`src/rtl/seq_comparator_pkg.sv`:
```
// Shared FSM state encoding and the slice-index width helper for seq_comparator.
package seq_comparator_pkg;

    typedef enum logic {
        IDLE = 1'b0,
        CMP  = 1'b1
    } state_t;

    // Index register needs at least one bit even when there is a single slice.
    function automatic int idx_width(input int n);
        return (n > 1) ? $clog2(n) : 1;
    endfunction

endpackage

```
`src/rtl/seq_comparator_chunk_compare.sv`:
```
// Combinational unsigned compare of one CHUNK-bit slice pair.
module chunk_compare #(
    parameter int CHUNK = 8
) (
    input  logic [CHUNK-1:0] a,
    input  logic [CHUNK-1:0] b,
    output logic             gt,
    output logic             eq
);

    assign gt = (a > b);
    assign eq = (a == b);

endmodule

```
`src/rtl/seq_comparator.sv`:
```
// Multi-cycle MSB-first magnitude comparator: one CHUNK slice per clock, early exit
// on the first differing slice, signed mode handled by biasing the sign bits.
module seq_comparator
    import seq_comparator_pkg::*;
#(
    parameter int WIDTH = 32,
    parameter int CHUNK = 8
) (
    input  logic             clk,
    input  logic             reset,
    input  logic             start,
    input  logic             signed_mode,
    input  logic [WIDTH-1:0] a,
    input  logic [WIDTH-1:0] b,
    output logic             busy,
    output logic             done,
    output logic             gt,
    output logic             eq,
    output logic             lt
);

    localparam int NCHUNK = WIDTH / CHUNK;
    localparam int IDXW   = idx_width(NCHUNK);
    localparam logic [IDXW-1:0]  LAST     = IDXW'(NCHUNK - 1);
    localparam logic [WIDTH-1:0] SIGN_BIT = WIDTH'(1) << (WIDTH - 1);

    state_t          state, state_nx;
    logic [IDXW-1:0] idx;
    // Ascending packed range puts slice 0 at the MSB end, so idx selects directly.
    logic [0:NCHUNK-1][CHUNK-1:0] a_q, b_q;
    logic            slice_gt, slice_eq, finish;

    chunk_compare #(.CHUNK(CHUNK)) u_cmp (
        .a  (a_q[idx]),
        .b  (b_q[idx]),
        .gt (slice_gt),
        .eq (slice_eq)
    );

    always_comb begin
        state_nx = state;
        finish   = 1'b0;
        case (state)
            IDLE: if (start) state_nx = CMP;
            CMP: begin
                if (!slice_eq || idx == LAST) begin
                    finish   = 1'b1;
                    state_nx = IDLE;
                end
            end
            default: state_nx = IDLE;
        endcase
    end

    always_ff @(posedge clk or posedge reset) begin
        if (reset) state <= IDLE;
        else       state <= state_nx;
    end

    always_ff @(posedge clk or posedge reset) begin
        if (reset) begin
            a_q  <= '0;
            b_q  <= '0;
            idx  <= '0;
            done <= 1'b0;
            gt   <= 1'b0;
            eq   <= 1'b0;
            lt   <= 1'b0;
        end else begin
            done <= finish;
            if (state == IDLE && start) begin
                // Flipping both sign bits maps two's-complement order onto unsigned order.
                a_q <= a ^ (signed_mode ? SIGN_BIT : '0);
                b_q <= b ^ (signed_mode ? SIGN_BIT : '0);
                idx <= '0;
            end else if (state == CMP && !finish) begin
                idx <= idx + 1'b1;
            end
            if (finish) begin
                gt <= slice_gt;
                eq <= slice_eq;
                lt <= !slice_gt && !slice_eq;
            end
        end
    end

    assign busy = (state == CMP);

endmodule

```
`config.mk`:
```
export PLATFORM = sky130hd
export DESIGN_NAME = seq_comparator
export DESIGN_NICKNAME = d
export VERILOG_FILES = /design/src/rtl/seq_comparator_pkg.sv /design/src/rtl/seq_comparator_chunk_compare.sv /design/src/rtl/seq_comparator.sv
export SDC_FILE = /design/constraint.sdc
export NUM_CORES = 1
export LEC_CHECK = 0
export ABC_AREA = 1
export CORE_MARGIN = 5
export CORE_UTILIZATION = 52
export CTS_CLUSTER_DIAMETER = 50
export CTS_CLUSTER_SIZE = 28
export DETAILED_ROUTE_END_ITERATION = 12
export PLACE_DENSITY = 0.81
export SYNTH_ARGS = -nofsm -noshare
export SYNTH_HDL_FRONTEND = slang
export SYNTH_HIERARCHICAL = 1
export SYNTH_SLANG_ARGS = --single-unit
```
`constraint.sdc`:
```
create_clock -name clk -period 2.99 [get_ports clk]
set_input_delay 0.4485 -clock clk [delete_from_list [all_inputs] [get_ports clk]]
set_output_delay 0.4485 -clock clk [all_outputs]
set_load 0.1 [all_outputs]
```
==> results_dict.tcl, run 1 <==
set metrics [dict create \
    status "finished clean" \
    pin_count 73 \
    critPathMostFrequentCell "nand2_1" \
    die_area_mm2 0.00870 \
    combinationalPowerShare_pct 27.3 \
    yosys_warnings 6 \
    clk_pin_slew_ps 70 \
    grt_pass1_vias 3065 \
    num_vias 3098 \
    pre_cts_ws_ps 727 \
    seqPwrFrac_pct 44.4 \
    cts_tree "done" \
    ys_ff_latch 71 \
    finalSetupViolations 0 \
    path_class "flip-flop to flip-flop" \
    cts_buffers 9 \
    ctsResizeCount 0 \
    crit_buf_inv 5 \
    worstPathArrival_ps 2580 \
    holdCritPathClass "flip-flop to flip-flop" \
    syn_nets 550 \
    hold_viol 0 \
    skew_ps 5.81 \
    netlist_instances 473 \
    fin_setup_tns_ps 0 \
    ctsHoldBuffers 0 \
    pwr-share-clk_pct 28.3 \
    drt_wl_total_mm 7.91 \
    drv_cap 0 \
    clock-sinks 71 \
    final_util_pct 67.2 \
    place_congestion 0.875 \
    power_density_mw_per_mm2 563 \
    syn_to_final_growth_pct 25.8 \
    setup_ws_ps 656 \
    syn_area_per_cell_um2 7.63 \
    path_delay_family "simple AND/OR/NAND/NOR gates" \
    swShare_pct 32.3 \
    power_leakage_nw 2.36 \
    num-nets-final 618 \
    max-vdd-ir-drop_v 0.000258 \
    internal_power_w 0.00173 \
    cp_slowest_cell "dfrtp_1" \
    drc 0 \
    portBuffers 72 \
    maxSlewHeadroom_pct 49.0 \
    worstPathCellList "buf_4, inv_1, buf_4, nand2_1, nand3_1, nand2_1, inv_1, ha_1, nand2_2, nor3_4, inv_1, nand2_1, nand2_1, nand2_1, nand2_1" \
    seq_area_frac_synth_pct 49.3 \
    fin_crit_sh_pct 78.0 \
    drive_gt1_share_pct 7.71 \
    ant_nets 0 \
    start_util_pct 53.4 \
    first_pass_iters 5 \
    layout_commonest_cell "nand2_1" \
    antenna_found_initial 0 \
    synth_top_area_share_pct 49.3 \
    worst_pin_slew_ps 764 \
    grt_max_degree 75 \
    yosys.area.top_type "dfrtp_1" \
    die_w_um 93.3 \
    via_per_inst 4.96 \
    drt_iter0_markers 222 \
    worst_ep_required_time_ps 3230 \
    clockBufferDepth 2 \
    final_cell_mix "167 x nand2_1, 83 x inv_1, 71 x dfrtp_1" \
    diodes 0 \
    hold_ws_ps 502 \
    die_y_um 93.3 \
    insertion_delay_ps 350 \
    grt_pass1_wl_mm 13.5 \
    grt_usage_pct 19.6 \
    core_mm2 0.00676 \
    cts.htree.levels 3 \
    worst_setup_path_start_kind "flip-flop" \
    placementRows 30 \
    period_minus_slack_ps 2330 \
    r2r_slack_ps 660 \
    power.switching_w 0.000824 \
    synth_area_leaders "dfrtp_1 49%, nand2_1 17%, inv_1 8.7%" \
    syn_area_mm2 0.00361 \
    wire_per_inst_um 12.7 \
    synth_cell_types 21 \
    rsz0062_at_grt "no" \
    crit_path_max_fanout 20 \
    hpwlAfterDp_mm 5.87 \
    slew_viol_final 0 \
    cp-end-kind "flip-flop" \
    fmax_mhz 429 \
    post-cts-setup-buffer-count 0 \
    cts_root_buf "clkbuf_8" \
    max_stage_delay_ps 350 \
    overflow 0 \
]
-- layout make-up --
cell class | instances | area [µm²]
repair buffers | 80 | 793
clock inverters | 5 | 50.0
fillers | 551 | 2220
well taps | 80 | 100
inverters | 87 | 329
multi-input cells | 292 | 1360
flip-flops and latches | 71 | 1780
clock buffers | 10 | 128
-- sequential cells by signal, summed over array words and instances, names as in the netlist --
name / cells
a_q: 32
b_q: 32
busy: 1
done: 1
eq: 1
gt: 1
idx: 2
lt: 1
-- layer usage --
layer / vias up / GRT usage, % / part of all wire (%)
met3: 21 / 3.78 / 4.9
met2: 85 / 31.4 / 47
met5: - / 0 / 0
li1: 1574 / - / -
met1: 1418 / 25.4 / 45
met4: 0 / 9.40 / 2.5
-- metrics by stage --
stage | power [W] | instances | instance area [µm²]
after floorplan | 0.00163 | 473 | 3610
after global placement | 0.00183 | 610 | 4360
after detailed placement | 0.00185 | 610 | 4360
after CTS | 0.00257 | 625 | 4540
after global routing | 0.00270 | 625 | 4540
final | 0.00255 | 625 | 4540
-- power groups by stage --
| stage | clock, W | combinational [W] | sequential [W] |
|---|---|---|---|
| 2_1_floorplan | 0 | 0.000387 | 0.00125 |
| 3_3_place_gp | 0 | 0.000679 | 0.00115 |
| 3_5_place_dp | 0 | 0.000696 | 0.00115 |
| 4_1_cts | 0.000734 | 0.000703 | 0.00114 |
| 5_1_grt | 0.000772 | 0.000778 | 0.00115 |
| 6_report | 0.000722 | 0.000698 | 0.00113 |
-- cell usage after synthesis --
cell,count
nor3_4,1
dfrtp_1,71
nand2_2,2
a21o_2,1
o21ai_2,4
nand3_2,1
inv_2,2
ha_1,9
nand3_1,39
inv_4,1
a21oi_2,1
inv_1,84
a21oi_1,2
o21ai_0,24
buf_6,5
o21ai_1,36
clkbuf_1,6
nand2_1,167
nand2_4,1
buf_2,12
nor2_1,4
-- final timing paths --
check	start	to	cells past startpoint
max	idx[0]$_DFFE_PP0P_	gt$_DFFE_PP0P_	15
max reg2reg	idx[0]$_DFFE_PP0P_	gt$_DFFE_PP0P_	15
min in group asynchronous	reset	b_q[0]$_DFFE_PP0N_	2
max in group asynchronous	reset	b_q[23]$_DFFE_PP0N_	3
min reg2reg	a_q[31]$_DFFE_PP0N_	a_q[31]$_DFFE_PP0N_	2
min	a_q[31]$_DFFE_PP0N_	a_q[31]$_DFFE_PP0N_	2
-- kinds of logic (layout without fill, tap and decap cells) --
| group | after synthesis | count (layout) | share of synthesized area (%) |
|---|---|---|---|
| AND/OR/NAND/NOR | 215 | 215 | 24.6 |
| buffers and inverters | 110 | 182 | 13.0 |
| flip-flops | 71 | 71 | 49.3 |
| AO/OA/AOI/OAI | 68 | 68 | 10.1 |
| adder cells (fa/ha/maj) | 9 | 9 | 3.12 |
-- worst min-delay path: stages, from the launching register on --
cell	delay (ps)
dfrtp_1	350
nand2_1	60
nand2_1	60
Power figures use the tool's default switching activity.
==> inputs of run 2 (changes only) <==
--- a/config.mk
+++ b/config.mk
@@ -7,11 +7,11 @@
 export LEC_CHECK = 0
 export ABC_AREA = 1
 export CORE_MARGIN = 5
-export CORE_UTILIZATION = 52
+export CORE_UTILIZATION = 47
 export CTS_CLUSTER_DIAMETER = 50
 export CTS_CLUSTER_SIZE = 28
 export DETAILED_ROUTE_END_ITERATION = 12
-export PLACE_DENSITY = 0.81
+export PLACE_DENSITY = 0.77
 export SYNTH_ARGS = -nofsm -noshare
 export SYNTH_HDL_FRONTEND = slang
 export SYNTH_HIERARCHICAL = 1
==> constraint.sdc (replaced) <==
create_clock -name clk -period 2 [get_ports clk]
set_input_delay 0.3 -clock clk [delete_from_list [all_inputs] [get_ports clk]]
set_output_delay 0.3 -clock clk [all_outputs]
set_load 0.1 [all_outputs]
==> run 2 against run 1 <==
  * The run now ends with setup timing left
  * Register-to-register slack got worse by 760 ps
  * Die area is 9.5% higher
  * Sequential cell count is the same
  * Maximum frequency grew 11%
  * Highest routed layer unchanged
  * Total power grew 59%
  * Sequential share of layout area shrank 2.8 points
  * Clock skew up 0.95 ps
  * Non-clock buffer count increased by 8
  * Combinational power grew 78%
  * Sequential power up 50%
==> results_dict.tcl, run 2 (synthesized netlist as in run 1, its figures left out) <==
set metrics [dict create \
    status "finished with violations" \
    violations "setup timing" \
    fmax_mhz 475 \
    worstPathCellList "clkinv_4, buf_12, buf_8, nand2_1, nand3_1, nand2_1, ha_1, nand2_2, buf_4, nor2_2, nand2_1, a21oi_2, o21ai_1" \
    hpwlAfterDp_mm 5.79 \
    rsz0062_at_grt "yes" \
    cts.htree.levels 3 \
    path_delay_family "simple AND/OR/NAND/NOR gates" \
    cp_slowest_cell "dfrtp_2" \
    drc 0 \
    die_w_um 97.6 \
    power_density_mw_per_mm2 831 \
    overflow 0 \
    grt_usage_pct 17.2 \
    path_class "flip-flop to flip-flop" \
    place_congestion 0.835 \
    placementRows 32 \
    num_vias 3184 \
    cts_root_buf "clkbuf_8" \
    final_util_pct 64.4 \
    grt_pass1_vias 2964 \
    clock-sinks 71 \
    max_stage_delay_ps 450 \
    fin_crit_sh_pct 105 \
    syn_to_final_growth_pct 35.8 \
    worst_setup_path_start_kind "flip-flop" \
    drt_iter0_markers 186 \
    r2r_slack_ps -110 \
    first_pass_iters 4 \
    portBuffers 72 \
    pin_count 73 \
    setup_ws_ps -105 \
    cts_buffers 9 \
    finalSetupViolations 4 \
    grt_pass1_wl_mm 13.3 \
    wire_per_inst_um 12.9 \
    maxSlewHeadroom_pct 75.6 \
    clk_pin_slew_ps 70 \
    final_cell_mix "157 x nand2_1, 77 x inv_1, 70 x dfrtp_1" \
    antenna_found_initial 0 \
    slew_viol_final 0 \
    drt_wl_total_mm 8.49 \
    cts_tree "done" \
    fin_setup_tns_ps -392 \
    power_leakage_nw 2.44 \
    start_util_pct 47.4 \
    pre_cts_ws_ps -11.1 \
    drv_cap 0 \
    max-vdd-ir-drop_v 0.000389 \
    diodes 0 \
    crit_path_max_fanout 6 \
    num-nets-final 626 \
    reg_top3 "a_q x32, b_q x32, idx x2" \
    period_minus_slack_ps 2110 \
    worstPathArrival_ps 2340 \
    holdCritPathClass "input pin to asynchronous set/reset pin" \
    grt_max_degree 72 \
    clockBufferDepth 2 \
    hold_viol 0 \
    via_per_inst 4.85 \
    crit_buf_inv 4 \
    skew_ps 6.76 \
    layout_commonest_cell "nand2_1" \
    worst_ep_required_time_ps 2230 \
    worst_pin_slew_ps 366 \
    core_mm2 0.00761 \
    drive_gt1_share_pct 14.6 \
    ant_nets 0 \
    cp-end-kind "flip-flop" \
    insertion_delay_ps 350 \
    die_y_um 97.6 \
    critPathMostFrequentCell "nand2_1" \
    die_area_mm2 0.00953 \
]
[run 2: changes by cell type in the layout (fill, tap and decap cells not counted), sizes merged]
| cell | previous run | this run |
|---|---|---|
| inv | 87 | 85 |
| clkinvlp | 0 | 3 |
| buf | 13 | 19 |
| clkbuf | 10 | 12 |
[run 2: layout make-up]
| class | count | area (µm²) |
|---|---|---|
| inverters | 87 | 338 |
| well taps | 102 | 128 |
| fillers | 609 | 2710 |
| clock buffers | 10 | 138 |
| repair buffers | 88 | 940 |
| clock inverters | 6 | 60.1 |
| multi-input cells | 292 | 1520 |
| flip-flops and latches | 71 | 1780 |
[run 2: layer usage]
layer	track usage (%)	share of wire, %
met1	23.0	44
met2	26.4	48
met3	3.73	5.4
met4	8.52	2.3
met5	0	0
[run 2: what timing repair did]
item                       CTS  global route
pin swaps                    0             6
setup endpoints to repair    1             7
buffers inserted             0             4
cloned                       0             3
gates resized for setup      0            43
hold buffers                 0             0
[run 2: worst reg2reg max path, delay by kind of cell (launching register included)]
family	cells	cell delay, ps
adder cells (fa/ha/maj)	1	300
AO/OA/AOI/OAI	2	270
flip-flops	1	450
buffers and inverters	4	480
AND/OR/NAND/NOR	6	500
[run 2: path summary, 6_finish.rpt]
| path | from | to | cells past startpoint |
|---|---|---|---|
| max | idx[0]$_DFFE_PP0P_ | lt$_DFFE_PP0P_ | 13 |
| min | reset | b_q[19]$_DFFE_PP0N_ | 3 |
| max reg2reg | idx[0]$_DFFE_PP0P_ | lt$_DFFE_PP0P_ | 13 |
| min reg2reg | b_q[31]$_DFFE_PP0N_ | b_q[31]$_DFFE_PP0N_ | 2 |
| max in group asynchronous | reset | idx[0]$_DFFE_PP0P_ | 3 |
| min in group clk | b_q[31]$_DFFE_PP0N_ | b_q[31]$_DFFE_PP0N_ | 2 |
[run 2: through the flow]
step / cells / instance area [µm²] / total power, W / hold WS (ps)
after floorplan: 473 / 3620 / 0.00245 / 421
after global placement: 633 / 4430 / 0.00276 / 469
after detailed placement: 633 / 4430 / 0.00280 / 470
after CTS: 649 / 4620 / 0.00392 / 411
after global routing: 656 / 4900 / 0.00432 / 448
final: 656 / 4900 / 0.00407 / 400
[run 2: power breakdown]
| part | leakage (nW) | switching, W | internal, W | total (W) |
|---|---|---|---|---|
| registers | 0.874 | 0.0000674 | 0.00164 | 0.00170 |
| clock network | 0.0981 | 0.000521 | 0.000602 | 0.00112 |
| logic | 1.47 | 0.000742 | 0.000499 | 0.00124 |
| total | 2.44 | 0.00133 | 0.00274 | 0.00407 |
==> inputs of run 3 (changes only) <==
--- a/config.mk
+++ b/config.mk
@@ -6,11 +6,13 @@
 export NUM_CORES = 1
 export LEC_CHECK = 0
 export ABC_AREA = 1
+export CAP_MARGIN = 20
 export CORE_MARGIN = 5
 export CORE_UTILIZATION = 47
 export CTS_CLUSTER_DIAMETER = 50
 export CTS_CLUSTER_SIZE = 28
 export DETAILED_ROUTE_END_ITERATION = 12
+export GPL_TIMING_DRIVEN = 0
 export PLACE_DENSITY = 0.77
 export SYNTH_ARGS = -nofsm -noshare
 export SYNTH_HDL_FRONTEND = slang
==> run 3 against run 2 <==
  * Sequential share of layout area is 1.7 points lower
  * Routed wire length is 25% higher
  * Worst hold slack worse by 33 ps
  * Sequential cell count stayed put
  * Largest power group unchanged
  * Non-clock buffer count is 23 higher
  * The run still ends with setup timing left
  * Cell count is 3.5% higher
  * Critical path type unchanged
  * Sequential power hardly changed
==> results_dict.tcl, run 3 (synthesized netlist as in run 1, its figures left out) <==
set metrics [dict create \
    seqPwrFrac_pct 39.4 \
    syn_to_final_growth_pct 42.5 \
    num-nets-final 649 \
    reg_top3 "a_q x32, b_q x32, idx x2" \
    setup_ws_ps -228 \
    num_vias 3470 \
    antenna_found_initial 0 \
    drt_iter0_markers 200 \
    path_delay_family "simple AND/OR/NAND/NOR gates" \
    pwr-share-clk_pct 31.0 \
    grt_pass1_wl_mm 17.4 \
    power_density_mw_per_mm2 838 \
    holdCritPathClass "input pin to asynchronous set/reset pin" \
    cts.htree.levels 3 \
    die_y_um 97.6 \
    crit_path_max_fanout 6 \
    rr_endpoint "gt$_DFFE_PP0P_" \
    drive_gt1_share_pct 18.0 \
    fin_total_pwr_w 0.00431 \
    hpwlAfterDp_mm 6.94 \
    skew_ps 7.19 \
    insertion_delay_ps 360 \
    combinationalPowerShare_pct 29.6 \
    cts_tree "done" \
    fin_setup_tns_ps -1120 \
    die_area_mm2 0.00953 \
    via_per_inst 5.11 \
    ant_nets 0 \
    grt_max_degree 43 \
    r2r_cells 16 \
    cts_buffers 9 \
    startpoint "idx[0]$_DFFE_PP0P_" \
    swShare_pct 32.5 \
    r2r-start "idx[0]$_DFFE_PP0P_" \
    clockBufferDepth 2 \
    clock-sinks 71 \
    cp-end-kind "flip-flop" \
    first_pass_iters 5 \
    cp_slowest_cell "dfrtp_1" \
    grt_pass1_vias 3772 \
    cts_root_buf "clkbuf_8" \
    core_mm2 0.00761 \
    max_stage_delay_ps 370 \
    grt_usage_pct 23.2 \
    final_cell_mix "151 x nand2_1, 77 x inv_1, 71 x dfrtp_1" \
    drc 0 \
    ctsHoldBuffers 0 \
    violations "setup timing" \
    portBuffers 72 \
    layout_commonest_cell "nand2_1" \
    wire_per_inst_um 15.6 \
    worst_pin_slew_ps 957 \
    overflow 0 \
    diodes 0 \
    worstPathCellList "buf_6, inv_8, buf_8, buf_6, nand2_2, nand3_1, nand2_1, inv_2, ha_4, nand3_4, nor3_4, inv_1, nand2_2, nand2_2, nand2_1, nand2_1" \
    crit_buf_inv 6 \
    pin_count 73 \
    r2r_slack_ps -230 \
    internal_power_w 0.00291 \
    drv_cap 0 \
    period_minus_slack_ps 2230 \
    power_leakage_nw 2.57 \
    place_congestion 0.879 \
    worst_ep_required_time_ps 2260 \
    maxSlewHeadroom_pct 36.4 \
    fmax_mhz 449 \
    power.switching_w 0.00140 \
    worstPathArrival_ps 2490 \
    finalSetupViolations 7 \
    drt_wl_total_mm 10.6 \
    die_w_um 97.6 \
    hold_viol 0 \
    rsz0062_at_grt "yes" \
    max-vdd-ir-drop_v 0.000488 \
    clk_pin_slew_ps 70 \
    fin_crit_sh_pct 111 \
    path_class "flip-flop to flip-flop" \
    slew_viol_final 0 \
    placementRows 32 \
    worst_setup_path_start_kind "flip-flop" \
    status "finished with violations" \
    start_util_pct 47.4 \
]
==> run 3: worst max path at each step <==
stage | slack [ps] | endpoint | depth (start not counted)
after floorplan | 10 | gt$_DFFE_PP0P_ | 16
after global placement | -230 | gt$_DFFE_PP0P_ | 17
after detailed placement | -320 | gt$_DFFE_PP0P_ | 17
after CTS | -140 | gt$_DFFE_PP0P_ | 17
after global routing | -330 | gt$_DFFE_PP0P_ | 16
final | -230 | gt$_DFFE_PP0P_ | 16
==> run 3: layer usage <==
layer	routed length [µm]	global-route usage [%]	up-vias
met3	555	7.18	41
met5	0	0	-
met2	5350	39.3	124
met4	372	11.1	0
li1	-	-	1640
met1	4320	26.7	1665
==> run 3: metrics by stage <==
stage | util, % | setup WS (ps) | hold WS, ps | instance area (µm²) | cells
after floorplan | - | 10.9 | 421 | 3620 | 473
after global placement | 58.8 | -233 | 468 | 4470 | 647
after detailed placement | 59.0 | -317 | 470 | 4490 | 648
after CTS | 67.4 | -145 | 387 | 5120 | 678
after global routing | 67.6 | -330 | 433 | 5140 | 679
final | 67.6 | -228 | 367 | 5140 | 679
==> run 3: layout make-up <==
class,instances,area [µm²]
clock buffers,11,151
multi-input cells,292,1530
inverters,87,343
repair buffers,88,903
fillers,608,2470
plain buffers,23,228
clock inverters,5,80.1
well taps,102,128
flip-flops and latches,71,1780
==> run 3: power groups by stage <==
| stage | registers (W) | clock network [W] | logic, W |
|---|---|---|---|
| finish | 0.00170 | 0.00133 | 0.00128 |
| global route | 0.00172 | 0.00140 | 0.00140 |
| CTS | 0.00170 | 0.00134 | 0.00124 |
| detailed placement | 0.00173 | 0 | 0.00108 |
| global placement | 0.00172 | 0 | 0.00104 |
| floorplan | 0.00186 | 0 | 0.000581 |
==> run 3: repair_timing <==
item,in CTS,in global routing
gates resized for setup,70,4
buffers inserted,10,1
endpoints found under the setup margin,12,8
cloned,4,0
pin swaps,6,5
